==> config.mk <==
export PLATFORM = sky130hd
export DESIGN_NAME = ysyx_25040105_fetch_unit_flat
export DESIGN_NICKNAME = d
export VERILOG_FILES = /design/src/rtl/ysyx_25040105_fetch_unit_if.sv /design/src/rtl/ysyx_25040105_fetch_unit.sv /design/src/flat_wrapper.sv
export SDC_FILE = /design/constraint.sdc
export NUM_CORES = 1
export LEC_CHECK = 0
export BUFFER_PORTS_ARGS = -buffer_cell sky130_fd_sc_hd__buf_2
export CORE_MARGIN = 3
export CORE_UTILIZATION = 35
export CTS_BUF_LIST = sky130_fd_sc_hd__clkbuf_4 sky130_fd_sc_hd__clkbuf_8
export CTS_CLUSTER_DIAMETER = 60
export DETAILED_ROUTE_END_ITERATION = 7
export PLACE_DENSITY = 0.58
export SLEW_MARGIN = 25
export SYNTH_ARGS = -nofsm -noshare
export SYNTH_HDL_FRONTEND = slang
export SYNTH_SLANG_ARGS = --single-unit
export TNS_END_PERCENT = 5
==> constraint.sdc <==
create_clock -name clk -period 5 [get_ports clk]
set_input_delay 1 -clock clk [delete_from_list [all_inputs] [get_ports clk]]
set_output_delay 1 -clock clk [all_outputs]
set_load 0.005 [all_outputs]
==> src/rtl/ysyx_25040105_fetch_unit_if.sv <==
// Bundle of the fetch unit's memory-request, memory-response, decode-output
// and redirect signals. The master modport is the fetch unit's view; the
// slave modport is the view of the surrounding memory / IDU / EXU.
interface ysyx_25040105_fetch_unit_if;
    // Instruction memory request channel
    logic        imem_req_valid;
    logic        imem_req_ready;
    logic [31:0] imem_req_addr;
    // Instruction memory response channel (no back-pressure)
    logic        imem_resp_valid;
    logic [31:0] imem_resp_data;
    logic        imem_resp_err;
    // Buffer head toward the IDU
    logic        out_valid;
    logic        out_ready;
    logic [31:0] out_inst;
    logic [31:0] out_pc;
    logic        out_fault;
    // Control-flow redirect from the EXU
    logic        redirect_valid;
    logic [31:0] redirect_pc;

    modport master (
        output imem_req_valid, imem_req_addr,
        input  imem_req_ready,
        input  imem_resp_valid, imem_resp_data, imem_resp_err,
        output out_valid, out_inst, out_pc, out_fault,
        input  out_ready,
        input  redirect_valid, redirect_pc
    );

    modport slave (
        input  imem_req_valid, imem_req_addr,
        output imem_req_ready,
        output imem_resp_valid, imem_resp_data, imem_resp_err,
        input  out_valid, out_inst, out_pc, out_fault,
        output out_ready,
        output redirect_valid, redirect_pc
    );
endinterface

==> src/rtl/ysyx_25040105_fetch_unit.sv <==
// Instruction fetch front end: owns the fetch PC, keeps at most one memory
// request outstanding, and buffers returned words in a small FIFO feeding
// decode. A redirect flushes the FIFO and marks any in-flight response stale.
module ysyx_25040105_fetch_unit #(
    parameter logic [31:0] RESET_PC = 32'h8000_0000,
    parameter int          DEPTH    = 2
) (
    input  logic                          clk,
    input  logic                          rst,
    ysyx_25040105_fetch_unit_if.master    bus
);
    localparam int PTR_W = (DEPTH > 1) ? $clog2(DEPTH) : 1;
    localparam int CNT_W = $clog2(DEPTH + 1);
    localparam logic [CNT_W-1:0] FULL_CNT = CNT_W'(DEPTH);

    localparam logic [0:0] S_REQ  = 1'b0;
    localparam logic [0:0] S_WAIT = 1'b1;

    logic [0:0]       r_state;
    logic [31:0]      r_pc;
    logic [31:0]      r_pending_pc;
    logic             r_stale;
    logic [31:0]      r_inst_mem  [DEPTH];
    logic [31:0]      r_pc_mem    [DEPTH];
    logic             r_fault_mem [DEPTH];
    logic [PTR_W-1:0] r_wr_ptr;
    logic [PTR_W-1:0] r_rd_ptr;
    logic [CNT_W-1:0] r_count;

    logic        w_out_valid;
    logic        w_req_fire;
    logic        w_resp_take;
    logic        w_push;
    logic        w_pop;
    logic [31:0] w_redirect_pc;
    logic [1:0]  w_unused_redirect_lsb;

    // The two low bits of the redirect target are architecturally ignored.
    assign w_redirect_pc         = {bus.redirect_pc[31:2], 2'b00};
    assign w_unused_redirect_lsb = bus.redirect_pc[1:0];

    // Request only with a guaranteed free slot; held low while reset is asserted.
    assign bus.imem_req_valid = rst & (r_state == S_REQ) & (r_count < FULL_CNT);
    assign bus.imem_req_addr  = r_pc;

    assign w_req_fire  = bus.imem_req_valid & bus.imem_req_ready;
    assign w_resp_take = (r_state == S_WAIT) & bus.imem_resp_valid;
    assign w_push      = w_resp_take & ~r_stale & ~bus.redirect_valid;
    assign w_out_valid = (r_count != '0);
    assign w_pop       = w_out_valid & bus.out_ready & ~bus.redirect_valid;

    // Head of buffer; data fields are forced to zero when nothing is valid.
    assign bus.out_valid = w_out_valid;
    assign bus.out_inst  = w_out_valid ? r_inst_mem[r_rd_ptr]  : 32'h0;
    assign bus.out_pc    = w_out_valid ? r_pc_mem[r_rd_ptr]    : 32'h0;
    assign bus.out_fault = w_out_valid ? r_fault_mem[r_rd_ptr] : 1'b0;

    // Fetch control: PC, request/wait state and stale-response tracking.
    always_ff @(posedge clk or negedge rst) begin
        if (!rst) begin
            r_state      <= S_REQ;
            r_pc         <= RESET_PC;
            r_pending_pc <= 32'h0;
            r_stale      <= 1'b0;
        end else if (bus.redirect_valid) begin
            r_pc <= w_redirect_pc;
            if (w_req_fire) begin
                // The memory takes this request anyway; its answer must be dropped.
                r_state      <= S_WAIT;
                r_stale      <= 1'b1;
                r_pending_pc <= r_pc;
            end else if ((r_state == S_WAIT) && !bus.imem_resp_valid) begin
                // Keep waiting so the old response is swallowed when it lands.
                r_state <= S_WAIT;
                r_stale <= 1'b1;
            end else begin
                r_state <= S_REQ;
                r_stale <= 1'b0;
            end
        end else if (r_state == S_REQ) begin
            if (w_req_fire) begin
                r_pending_pc <= r_pc;
                r_pc         <= r_pc + 32'd4;
                r_state      <= S_WAIT;
            end
        end else if (bus.imem_resp_valid) begin
            r_stale <= 1'b0;
            r_state <= S_REQ;
        end
    end

    // Buffer storage: write the returned word at the write pointer.
    always_ff @(posedge clk or negedge rst) begin
        if (!rst) begin
            for (int i = 0; i < DEPTH; i++) begin
                r_inst_mem[i]  <= 32'h0;
                r_pc_mem[i]    <= 32'h0;
                r_fault_mem[i] <= 1'b0;
            end
        end else if (w_push) begin
            r_inst_mem[r_wr_ptr]  <= bus.imem_resp_data;
            r_pc_mem[r_wr_ptr]    <= r_pending_pc;
            r_fault_mem[r_wr_ptr] <= bus.imem_resp_err;
        end
    end

    // Buffer bookkeeping; pointers wrap naturally since DEPTH is a power of two.
    always_ff @(posedge clk or negedge rst) begin
        if (!rst) begin
            r_wr_ptr <= '0;
            r_rd_ptr <= '0;
            r_count  <= '0;
        end else if (bus.redirect_valid) begin
            r_wr_ptr <= '0;
            r_rd_ptr <= '0;
            r_count  <= '0;
        end else begin
            if (w_push) begin
                r_wr_ptr <= r_wr_ptr + PTR_W'(1);
            end
            if (w_pop) begin
                r_rd_ptr <= r_rd_ptr + PTR_W'(1);
            end
            case ({w_push, w_pop})
                2'b10:   r_count <= r_count + CNT_W'(1);
                2'b01:   r_count <= r_count - CNT_W'(1);
                default: r_count <= r_count;
            endcase
        end
    end
endmodule

==> src/flat_wrapper.sv <==
// flat-port wrapper written by rule: the top's interface ports become plain ports
module ysyx_25040105_fetch_unit_flat 
#(
    parameter logic [31:0] RESET_PC = 32'h8000_0000,
    parameter int          DEPTH    = 2
)
  (clk, rst, bus_imem_req_valid, bus_imem_req_addr, bus_imem_req_ready, bus_imem_resp_valid, bus_imem_resp_data, bus_imem_resp_err, bus_out_valid, bus_out_inst, bus_out_pc, bus_out_fault, bus_out_ready, bus_redirect_valid, bus_redirect_pc);
  ysyx_25040105_fetch_unit_if bus_i ();
  input  logic clk;
  input  logic rst;
  output wire logic [$bits(bus_i.imem_req_valid)-1:0] bus_imem_req_valid;
  output wire logic [$bits(bus_i.imem_req_addr)-1:0] bus_imem_req_addr;
  input wire logic [$bits(bus_i.imem_req_ready)-1:0] bus_imem_req_ready;
  input wire logic [$bits(bus_i.imem_resp_valid)-1:0] bus_imem_resp_valid;
  input wire logic [$bits(bus_i.imem_resp_data)-1:0] bus_imem_resp_data;
  input wire logic [$bits(bus_i.imem_resp_err)-1:0] bus_imem_resp_err;
  output wire logic [$bits(bus_i.out_valid)-1:0] bus_out_valid;
  output wire logic [$bits(bus_i.out_inst)-1:0] bus_out_inst;
  output wire logic [$bits(bus_i.out_pc)-1:0] bus_out_pc;
  output wire logic [$bits(bus_i.out_fault)-1:0] bus_out_fault;
  input wire logic [$bits(bus_i.out_ready)-1:0] bus_out_ready;
  input wire logic [$bits(bus_i.redirect_valid)-1:0] bus_redirect_valid;
  input wire logic [$bits(bus_i.redirect_pc)-1:0] bus_redirect_pc;
  assign bus_imem_req_valid = bus_i.imem_req_valid;
  assign bus_imem_req_addr = bus_i.imem_req_addr;
  assign bus_i.imem_req_ready = bus_imem_req_ready;
  assign bus_i.imem_resp_valid = bus_imem_resp_valid;
  assign bus_i.imem_resp_data = bus_imem_resp_data;
  assign bus_i.imem_resp_err = bus_imem_resp_err;
  assign bus_out_valid = bus_i.out_valid;
  assign bus_out_inst = bus_i.out_inst;
  assign bus_out_pc = bus_i.out_pc;
  assign bus_out_fault = bus_i.out_fault;
  assign bus_i.out_ready = bus_out_ready;
  assign bus_i.redirect_valid = bus_redirect_valid;
  assign bus_i.redirect_pc = bus_redirect_pc;
  ysyx_25040105_fetch_unit #(.RESET_PC(RESET_PC), .DEPTH(DEPTH)) u_core (.clk(clk), .rst(rst), .bus(bus_i));
endmodule
==> impl_metrics.json, run 1 <==
{
  "async_flop_share_pct": 100.0,
  "clkLatencyLatePin_ns": 0.46,
  "vias": 6311,
  "min_period_ns": 3.462,
  "nets": 989,
  "hold_viol": 0,
  "synthesis.area_sq_um": 8802,
  "gp_congestion": 0.7524,
  "fin_util_pct": 42.57,
  "remaining_drc_errors": 0,
  "first_pass_iters": 4,
  "switching_share_pct": 27.53,
  "ir_worst_vdd_v": 0.0001820,
  "crit_fanout": 52,
  "worst_pin_slew_ns": 1.040,
  "slew_headroom_pct": 30.66,
  "n_antenna_cell": 0,
  "max_cap_violations": 0,
  "finClkSkew_ns": 0.01121,
  "ctsResizeCount": 0,
  "ys_seq_elements": 192,
  "synth_cells": 772,
  "slew_viol_final": 0,
  "fin_cells": 1253,
  "rsz0062_at_grt": "false",
  "detail_route.iter0.violations": 295,
  "finalCritPeriodShare_pct": 69.24,
  "wl_per_cell_microns": 17.33,
  "fp.dieW_microns": 164.6,
  "clockPowerShare_pct": 29.0,
  "dp_hpwl_microns": 14220,
  "viasPerCell": 5.037,
  "start_util_pct": 35.88,
  "ant_nets": 0,
  "worstSetupPathType": "reg2out",
  "cp_data_required_time_ns": 4.00,
  "synth_edf_count": 0,
  "io_buffers": 163,
  "grt_pass1_vias": 6195,
  "cts_tree": "done",
  "track_usage_pct": 16.14,
  "netlist.area_leader.share_pct": 54.30,
  "critPathCaptureType": "primary output",
  "synth_cell_types": 44,
  "synth-main-ff-cell": "dfrtp_1",
  "grt_start_max_net_pins": 74,
  "htree_levels": 4,
  "clk_pin_slew_ns": 0.10,
  "numCtsBuffers": 17,
  "whs_ns": 0.4848,
  "wl_microns": 21710,
  "core_sq_um": 24530,
  "setup_viol": 0,
  "post-synth-top-area-cell": "dfrtp_1",
  "avgSynthCellArea_sq_um": 11.40,
  "hp-class": "in2async",
  "cp-start-kind": "flip-flop",
  "fmax_mhz": 288.9,
  "grt_overflow": 0,
  "cts_hold_buffers": 0,
  "outcome": "finished clean",
  "multi_input_area_sq_um": 3786,
  "leakage_nw": 4.851,
  "tns_ns": 0,
  "io_pins": 170,
  "fill_cells": 2414,
  "cts_sinks": 192,
  "grt_antenna_before_repair": 0,
  "rows": 57,
  "dieArea_sq_um": 27090,
  "placed_cells": 1220,
  "p_per_area_nw_per_um2": 387.3,
  "seq_power_share_pct": 53.2,
  "intPower_mw": 2.931,
  "syn_to_final_growth_pct": 18.65,
  "ys.warnings.count": 0,
  "post-cts-setup-buffer-count": 0,
  "cts.path.max_buffers": 2,
  "drive_gt1_share_pct": 36.92,
  "die_h_microns": 164.6,
  "cts_root_buffer": "clkbuf_8",
  "synth_area_leaders": "dfrtp_1, mux2_2, mux2i_1, nand2_1, nor2_1",
  "pwr-share-comb_pct": 17.8,
  "seq_area_frac_synth_pct": 54.60,
  "arrival_ns": 2.46,
  "grt_pass1_wl_microns": 34320,
  "p_sw_mw": 1.114,
  "regArea_sq_um": 4810
}
## through the flow
step / worst slack, ns / total power, mW / area (sq um)
floorplan: 2.601 / 2.640 / 8813
global placement: 1.609 / 2.880 / 9936
CTS: 1.478 / 4.099 / 10390
detailed placement: 1.594 / 2.915 / 9936
global route: 1.346 / 4.287 / 10440
finish: 1.538 / 4.045 / 10440
## cells in the final DEF (no fill, tap or decap), types with 2 or more instances in the layout
master / count
buf_16: 2
o21ai_0: 26
inv_1: 9
nor2b_1: 4
and4_1: 2
conb_1: 4
inv_8: 2
mux2i_1: 64
clkbuf_8: 18
buf_2: 162
o31ai_1: 7
or3_1: 6
xor2_1: 3
nor3_1: 3
clkinvlp_4: 2
buf_4: 7
nand4_1: 8
mux2_2: 127
bufinv_16: 5
a22oi_1: 2
clkinv_2: 3
nor2_1: 83
dfrtp_1: 190
or4_1: 15
nand3_1: 14
nand2_1: 104
o211ai_1: 5
a31oi_1: 14
nor4_1: 5
xnor2_1: 10
## worst max-delay path: stages, from the launching register on
cell and delay [ns]:
dfrtp_4 1.14, buf_4 0.40, mux2i_1 0.24, nor2_1 0.06
buf_2 0.15
## power by group through the flow
| stage | clock network (mW) | registers [mW] | logic (mW) |
|---|---|---|---|
| floorplan | 0 | 2.10 | 0.536 |
| global placement | 0 | 2.17 | 0.709 |
| detailed placement | 0 | 2.18 | 0.730 |
| CTS | 1.22 | 2.15 | 0.733 |
| global route | 1.27 | 2.20 | 0.813 |
| finish | 1.17 | 2.15 | 0.719 |
## synthesized netlist by cell type (all sizes together) (2+ instances only)
library cell  number
o21ai             26
and4               3
a22oi              2
or3                7
nor4               5
nand2            104
nor2b              4
nor3               4
mux2             127
xnor2             10
o211ai             5
o31ai              7
mux2i             64
dfrtp            191
a31oi             14
nor2              84
buf               17
clkbuf            33
inv                9
nand3             15
or4               15
xor2               3
nand4              9
## registers in the layout, summed over array words and instances (netlist names)
signal and count:
u_core.r_wr_ptr 1, u_core.r_fault_mem 2, u_core.r_inst_mem 64, u_core.r_pc_mem 60, u_core.r_stale 1, u_core.bus.imem_req_addr 30, u_core.r_pending_pc 30, u_core.r_state 1
u_core.r_count 2, u_core.r_rd_ptr 1
## layout make-up
cell class	instances	share of cell area, %
Timing Repair Buffer	173	9.117
Inverter	10	0.3594
Clock inverter	13	2.025
Tap cell	324	3.882
Sequential cell	192	46.05
Clock buffer	18	2.312
Multi-Input combinational cell	523	36.25
## worst paths after layout
check | slack (ns) | cells past startpoint | endpoint | start
setup reg to reg | 2.45 | 4 | u_core.bus.imem_req_addr[21] | u_core.r_count[1]
min in group clk | 0.51 | 2 | u_core.r_pending_pc[24] | u_core.r_pending_pc[24]
hold / removal | 0.48 | 1 | u_core.r_inst_mem[28] | rst
max in group asynchronous | 2.62 | 4 | u_core.bus.imem_req_addr[31] | rst
hold reg to reg | 0.51 | 2 | u_core.r_pending_pc[24] | u_core.r_pending_pc[24]
setup / recovery | 1.54 | 4 | bus_out_inst[19] | u_core.r_rd_ptr
## kinds of logic (layout without fill, tap and decap cells)
group / Yosys count / after routing / share of synthesized area (%)
AOI/OAI and AO/OA: 57 / 57 / 3.923
xor gates and xnor gates: 13 / 13 / 1.294
adders and majority gates: 1 / 1 / 0.1421
buffers and inverters: 60 / 214 / 2.985
DFF: 192 / 192 / 54.60
muxes: 191 / 191 / 23.53
other: 1 / 4 / 0.04260
and+or+nand+nor: 257 / 257 / 13.49
## per-layer routing
metal  vias to the layer above  track usage, %  part of all wire [%]
met5                         -               0                     0
met4                         0           3.202                  0.69
met3                        14           3.511                   5.5
met2                       179           25.51                    46
met1                      3137           22.99                    48
li1                       2981               -                     -
(Power assumes the default switching activity.)
==> run 2: changes to the inputs <==
- ABC_AREA: not set -> 1
- PLACE_DENSITY: 0.58 -> 0.57
- clock period: 5 -> 3.4 ns (I/O delays scaled with it)
==> run 2 against run 1 <==
Effect of this change:
- combinational power grew to 3.3 times the previous value
- sequential share of layout area shrank 0.95 points
- clock-buffer cell count rose by 1
- first-iteration DRC count up 88%
- register-to-register slack worse by 0.98 ns
- design area up 2.0%
- synthesized cell count is 52% higher
- worst setup slack lost 1.1 ns
- clock skew up 0.0046 ns
- die area increased by 4.1%
- power up 87%
- critical endpoint is now bus_out_pc[15]
==> impl_metrics.json, run 2 <==
{
  "outcome": "finished clean",
  "io_buffers": 163,
  "viasPerCell": 4.675,
  "rsz0062_at_grt": "false",
  "ir_worst_vdd_v": 0.0002787,
  "ys.warnings.count": 0,
  "vias": 7723,
  "cts_sinks": 192,
  "leakage_nw": 5.328,
  "io_pins": 170,
  "crit_fanout": 47,
  "grt_pass1_wl_microns": 39980,
  "critPathCaptureType": "primary output",
  "p_per_area_nw_per_um2": 710.0,
  "grt_pass1_vias": 7472,
  "first_pass_iters": 5,
  "n_antenna_cell": 0,
  "clkLatencyLatePin_ns": 0.46,
  "synth-main-ff-cell": "dfrtp_1",
  "slew_viol_final": 0,
  "synth_area_leaders": "dfrtp_1, nand2_1, o21ai_0, inv_1, a21oi_1",
  "cts_root_buffer": "clkbuf_8",
  "cp_slowest_cell": "dfrtp_2",
  "wl_microns": 24180,
  "post-cts-setup-buffer-count": 0,
  "hold_viol": 0,
  "power_mw": 7.567,
  "nets": 1381,
  "max_stage_delay_ns": 0.63,
  "reg_top3": "u_core.r_inst_mem: 64 flops, u_core.r_pc_mem: 60 flops",
  "finClkSkew_ns": 0.01584,
  "numCtsBuffers": 17,
  "seq_area_frac_synth_pct": 52.37,
  "post-synth-top-area-cell": "dfrtp_1",
  "cp_data_required_time_ns": 2.72,
  "core_sq_um": 25470,
  "ys_seq_elements": 192,
  "detail_route.iter0.violations": 556,
  "largest_reg_flops": 64,
  "synth_cell_types": 32,
  "final_common_cell": "nand2_1",
  "dp_hpwl_microns": 15870,
  "die_h_microns": 167.9,
  "fmax_mhz": 341.6,
  "setup_viol": 0,
  "worst_pin_slew_ns": 0.9367,
  "ant_nets": 0,
  "rows": 58,
  "synth_top_cells_by_count": "nand2_1, dfrtp_1, o21ai_0, inv_1, a21oi_1",
  "grt_start_max_net_pins": 172,
  "fin_cells": 1652,
  "arrival_ns": 2.25,
  "cts_tree": "done",
  "placed_cells": 1620,
  "clk_pin_slew_ns": 0.11,
  "regMostFlops": "u_core.r_inst_mem",
  "cts_hold_buffers": 0,
  "drive_gt1_share_pct": 17.32,
  "synth.most_common_cell": "nand2_1",
  "htree_levels": 4,
  "netlist.area_leader.share_pct": 52.08,
  "grt_antenna_before_repair": 1,
  "layout_common_cells": "nand2_1, dfrtp_1, o21ai_0",
  "start_util_pct": 36.03,
  "worstSetupPathType": "reg2out",
  "grt_overflow": 0,
  "hp-class": "in2async",
  "avgSynthCellArea_sq_um": 7.797,
  "fp.dieW_microns": 167.9,
  "critPathBufInv": 2,
  "crit_family": "buffers and inverters",
  "wl_per_cell_microns": 14.64,
  "syn_to_final_growth_pct": 16.13,
  "cp-start-kind": "flip-flop",
  "async_flop_share_pct": 100.0,
  "min_period_ns": 2.927,
  "tns_ns": 0,
  "max_cap_violations": 0,
  "finalCritPeriodShare_pct": 86.09,
  "slew_headroom_pct": 37.55,
  "cp_cell_sequence": "buf_4 > nand2_1 > a21oi_1 > buf_2",
  "ctsResizeCount": 0,
  "synth_edf_count": 0,
  "synthesis.area_sq_um": 9178,
  "cts.path.max_buffers": 2,
  "gp_congestion": 0.8277,
  "track_usage_pct": 17.34,
  "remaining_drc_errors": 0,
  "dieArea_sq_um": 28200,
  "synth_cells": 1177
}
run 2: changes by cell type after synthesis, moves of 8 or more:
cell     delta
nor2_1     -43
buf_6       +8
a21oi_1    +65
mux2i_1    -64
a31oi_1    -13
or4_1      -15
nand3_1    +27
nand2_1   +318
xnor2_1     -9
o21ai_1    +18
inv_1     +112
o21ai_0   +139
mux2_2    -127
run 2: cells by family after synthesis:
kind of cell | count (synthesis) | share of synthesized area [%]
AOI/OAI and AO/OA | 259 | 14.37
xor gates and xnor gates | 8 | 0.7635
adders and majority gates | 1 | 0.1363
buffers and inverters | 188 | 8.766
DFF | 192 | 52.37
other | 1 | 0.04086
and+or+nand+nor | 528 | 23.56
run 2: path summary, 6_finish.rpt:
kind / startpoint / endpoint / slack, ns / depth (start not counted)
max: u_core.r_rd_ptr / bus_out_pc[15] / 0.47 / 4
min: rst / u_core.bus.imem_req_addr[12] / 0.09 / 1
max reg2reg: u_core.r_count[1] / u_core.bus.imem_req_addr[3] / 1.47 / 8
min reg2reg: u_core.r_pc_mem[8] / u_core.r_pc_mem[8] / 0.49 / 2
max in group asynchronous: rst / u_core.r_rd_ptr / 2.09 / 2
min in group clk: bus_redirect_pc[13] / u_core.bus.imem_req_addr[13] / 0.43 / 3
run 2: power by group:
group          internal (mW)  switching, mW
Clock                  0.709          0.870
Combinational          0.924           1.45
Sequential              3.09          0.521
run 2: stage by stage:
step	worst slack [ns]	cell area (sq um)	hold slack, ns	utilization [%]
global placement	0.9332	10240	0.4658	40.21
global route	0.2999	10660	0.05675	41.84
floorplan	1.632	9189	0.3844	-
detailed placement	0.9407	10240	0.4729	40.21
finish	0.4729	10660	0.09036	41.84
CTS	0.3960	10660	0.05428	41.84
run 2: per-layer routing:
| metal | routed length, microns | vias up | track usage (%) |
|---|---|---|---|
| met5 | 13 | - | 0 |
| met1 | 12320 | 3578 | 25.84 |
| met4 | 266 | 2 | 4.305 |
| li1 | - | 3959 | - |
| met2 | 10480 | 167 | 26.15 |
| met3 | 1105 | 17 | 3.217 |
run 2: layout make-up:
type	instances	area, sq um
Timing Repair Buffer	174	969.7
Clock buffer	19	261.5
Tap cell	330	412.9
Multi-Input combinational cell	800	3586
Fill cell	2685	14810
Clock inverter	13	155.1
Sequential cell	192	4807
Inverter	124	465.4
==> run 3: changes to the inputs <==
- clock period: 3.4 -> 2.9 ns (I/O delays scaled with it)
==> run 3 against run 2 <==
Effect of this change:
- critical endpoint is now bus_out_pc[7]
- die area is the same
- wire length decreased by 2.3%
- design area grew 0.27%
==> impl_metrics.json, run 3 (synthesis gave the netlist of run 2 again) <==
{
  "final_common_cell": "nand2_1",
  "cp_data_required_time_ns": 2.32,
  "rsz0062_at_grt": "false",
  "fp.dieW_microns": 167.9,
  "cts_tree": "done",
  "hold_viol": 0,
  "dp_hpwl_microns": 15800,
  "reg2reg_slack_ns": 1.19,
  "wl_microns": 23610,
  "p_sw_mw": 3.390,
  "seq_power_share_pct": 47.9,
  "arrival_ns": 2.01,
  "slew_headroom_pct": 43.45,
  "max_stage_delay_ns": 0.56,
  "ctsResizeCount": 0,
  "numCtsBuffers": 17,
  "drive_gt1_share_pct": 17.50,
  "io_pins": 170,
  "pwr-share-comb_pct": 31.6,
  "track_usage_pct": 16.77,
  "grt_start_max_net_pins": 127,
  "p_per_area_nw_per_um2": 827.1,
  "post-cts-setup-buffer-count": 0,
  "cts_root_buffer": "clkbuf_8",
  "cp_slowest_cell": "dfrtp_2",
  "wl_per_cell_microns": 14.26,
  "setup_viol": 0,
  "cts.path.max_buffers": 2,
  "viasPerCell": 4.661,
  "start_util_pct": 36.03,
  "layout_common_cells": "nand2_1, dfrtp_1, o21ai_0",
  "fmax_mhz": 386.5,
  "ant_nets": 0,
  "r2r-start": "u_core.r_count[1]",
  "io_buffers": 163,
  "switching_share_pct": 38.35,
  "dieArea_sq_um": 28200,
  "clk_pin_slew_ns": 0.11,
  "core_sq_um": 25470,
  "worst_pin_slew_ns": 0.8483,
  "nets": 1385,
  "reg_top3": "u_core.r_inst_mem: 64 flops, u_core.r_pc_mem: 60 flops",
  "max_cap_violations": 0,
  "die_h_microns": 167.9,
  "n_antenna_cell": 0,
  "syn_to_final_growth_pct": 16.44,
  "pre_cts_slack_ns": 0.7623,
  "grt_pass1_vias": 7269,
  "slew_viol_final": 0,
  "clockPowerShare_pct": 20.6,
  "ir_worst_vdd_v": 0.0004006,
  "critPathCapture": "bus_out_pc[7]",
  "intPower_mw": 5.449,
  "cts_sinks": 192,
  "gp_congestion": 0.8141,
  "cts_hold_buffers": 1,
  "grt_overflow": 0,
  "finalCritPeriodShare_pct": 89.22,
  "r2r_cells": 6,
  "cp-startpoint": "u_core.r_rd_ptr",
  "vias": 7718,
  "grt_pass1_wl_microns": 38800,
  "finClkSkew_ns": 0.02256,
  "min_period_ns": 2.587,
  "first_pass_iters": 5,
  "cp-start-kind": "flip-flop",
  "grt_antenna_before_repair": 0,
  "largest_reg_flops": 64,
  "tns_ns": 0,
  "crit_fanout": 40,
  "clkLatencyLatePin_ns": 0.47,
  "regMostFlops": "u_core.r_inst_mem",
  "outcome": "finished clean",
  "htree_levels": 4,
  "r2r-end": "u_core.bus.imem_req_addr[12]",
  "remaining_drc_errors": 0,
  "leakage_nw": 5.355,
  "detail_route.iter0.violations": 658,
  "setup_ws_ns": 0.3126,
  "hp-class": "in2reg",
  "cp_cell_sequence": "inv_2 > buf_4 > nand2_1 > a21oi_1 > buf_2",
  "rows": 58,
  "worstSetupPathType": "reg2out",
  "critPathCaptureType": "primary output"
}
run 3: critical path: cells and delay by family (launching register included):
family / cells / cell delay, ns
buf+inv: 3 / 0.68
simple gates: 1 / 0.10
compound gates: 1 / 0.19
flops: 1 / 0.56
run 3: cell type report:
cell class              count  area [sq um]
clock inverters            14         171.4
multi-input cells         800          3586
inverters                 124         465.4
fillers                  2651         14790
clock buffers              18         241.5
well taps                 330         412.9
flip-flops and latches    192          4807
repair buffers            178          1002
run 3: metal layers:
layer  routed length (microns)  vias to the layer above  share of wire, %  GRT usage [%]
li1                          -                     3973                 -              -
met1                     11860                     3558                50          24.63
met2                     10560                      176                45          26.22
met3                      1064                       11               4.5          3.052
met4                       129                        0              0.55          3.237
met5                         0                        -                 0              0
run 3: worst min-delay path by stage:
stage / start / end / slack [ns] / depth (start not counted)
after floorplan: rst / u_core.bus.imem_req_addr[10] / 0.28 / 0
after global placement: u_core.r_pc_mem[30] / u_core.r_pc_mem[30] / 0.47 / 2
after detailed placement: u_core.r_pc_mem[8] / u_core.r_pc_mem[8] / 0.47 / 2
after CTS: bus_redirect_pc[14] / u_core.bus.imem_req_addr[14] / 0.29 / 3
after global routing: bus_redirect_pc[14] / u_core.bus.imem_req_addr[14] / 0.28 / 3
final: bus_redirect_pc[15] / u_core.bus.imem_req_addr[15] / 0.32 / 3
run 3: through the flow:
| stage | hold slack (ns) | utilization [%] | cells | instance area, sq um | total power [mW] |
|---|---|---|---|---|---|
| finish | 0.3230 | 41.95 | 1656 | 10690 | 8.839 |
| detailed placement | 0.4729 | 40.29 | 1623 | 10260 | 7.130 |
| CTS | 0.2871 | 41.95 | 1656 | 10690 | 8.988 |
| global route | 0.2818 | 41.95 | 1656 | 10690 | 9.644 |
| global placement | 0.4661 | 40.29 | 1623 | 10260 | 7.065 |
| floorplan | 0.2844 | - | 1180 | 9189 | 5.921 |
run 3: power by group through the flow:
| stage | clock, mW | combinational [mW] | sequential [mW] |
|---|---|---|---|
| finish | 1.82 | 2.79 | 4.23 |
| floorplan | 0 | 1.82 | 4.10 |
| detailed placement | 0 | 2.85 | 4.28 |
| global placement | 0 | 2.80 | 4.27 |
| CTS | 1.90 | 2.86 | 4.23 |
| global route | 2.02 | 3.26 | 4.37 |
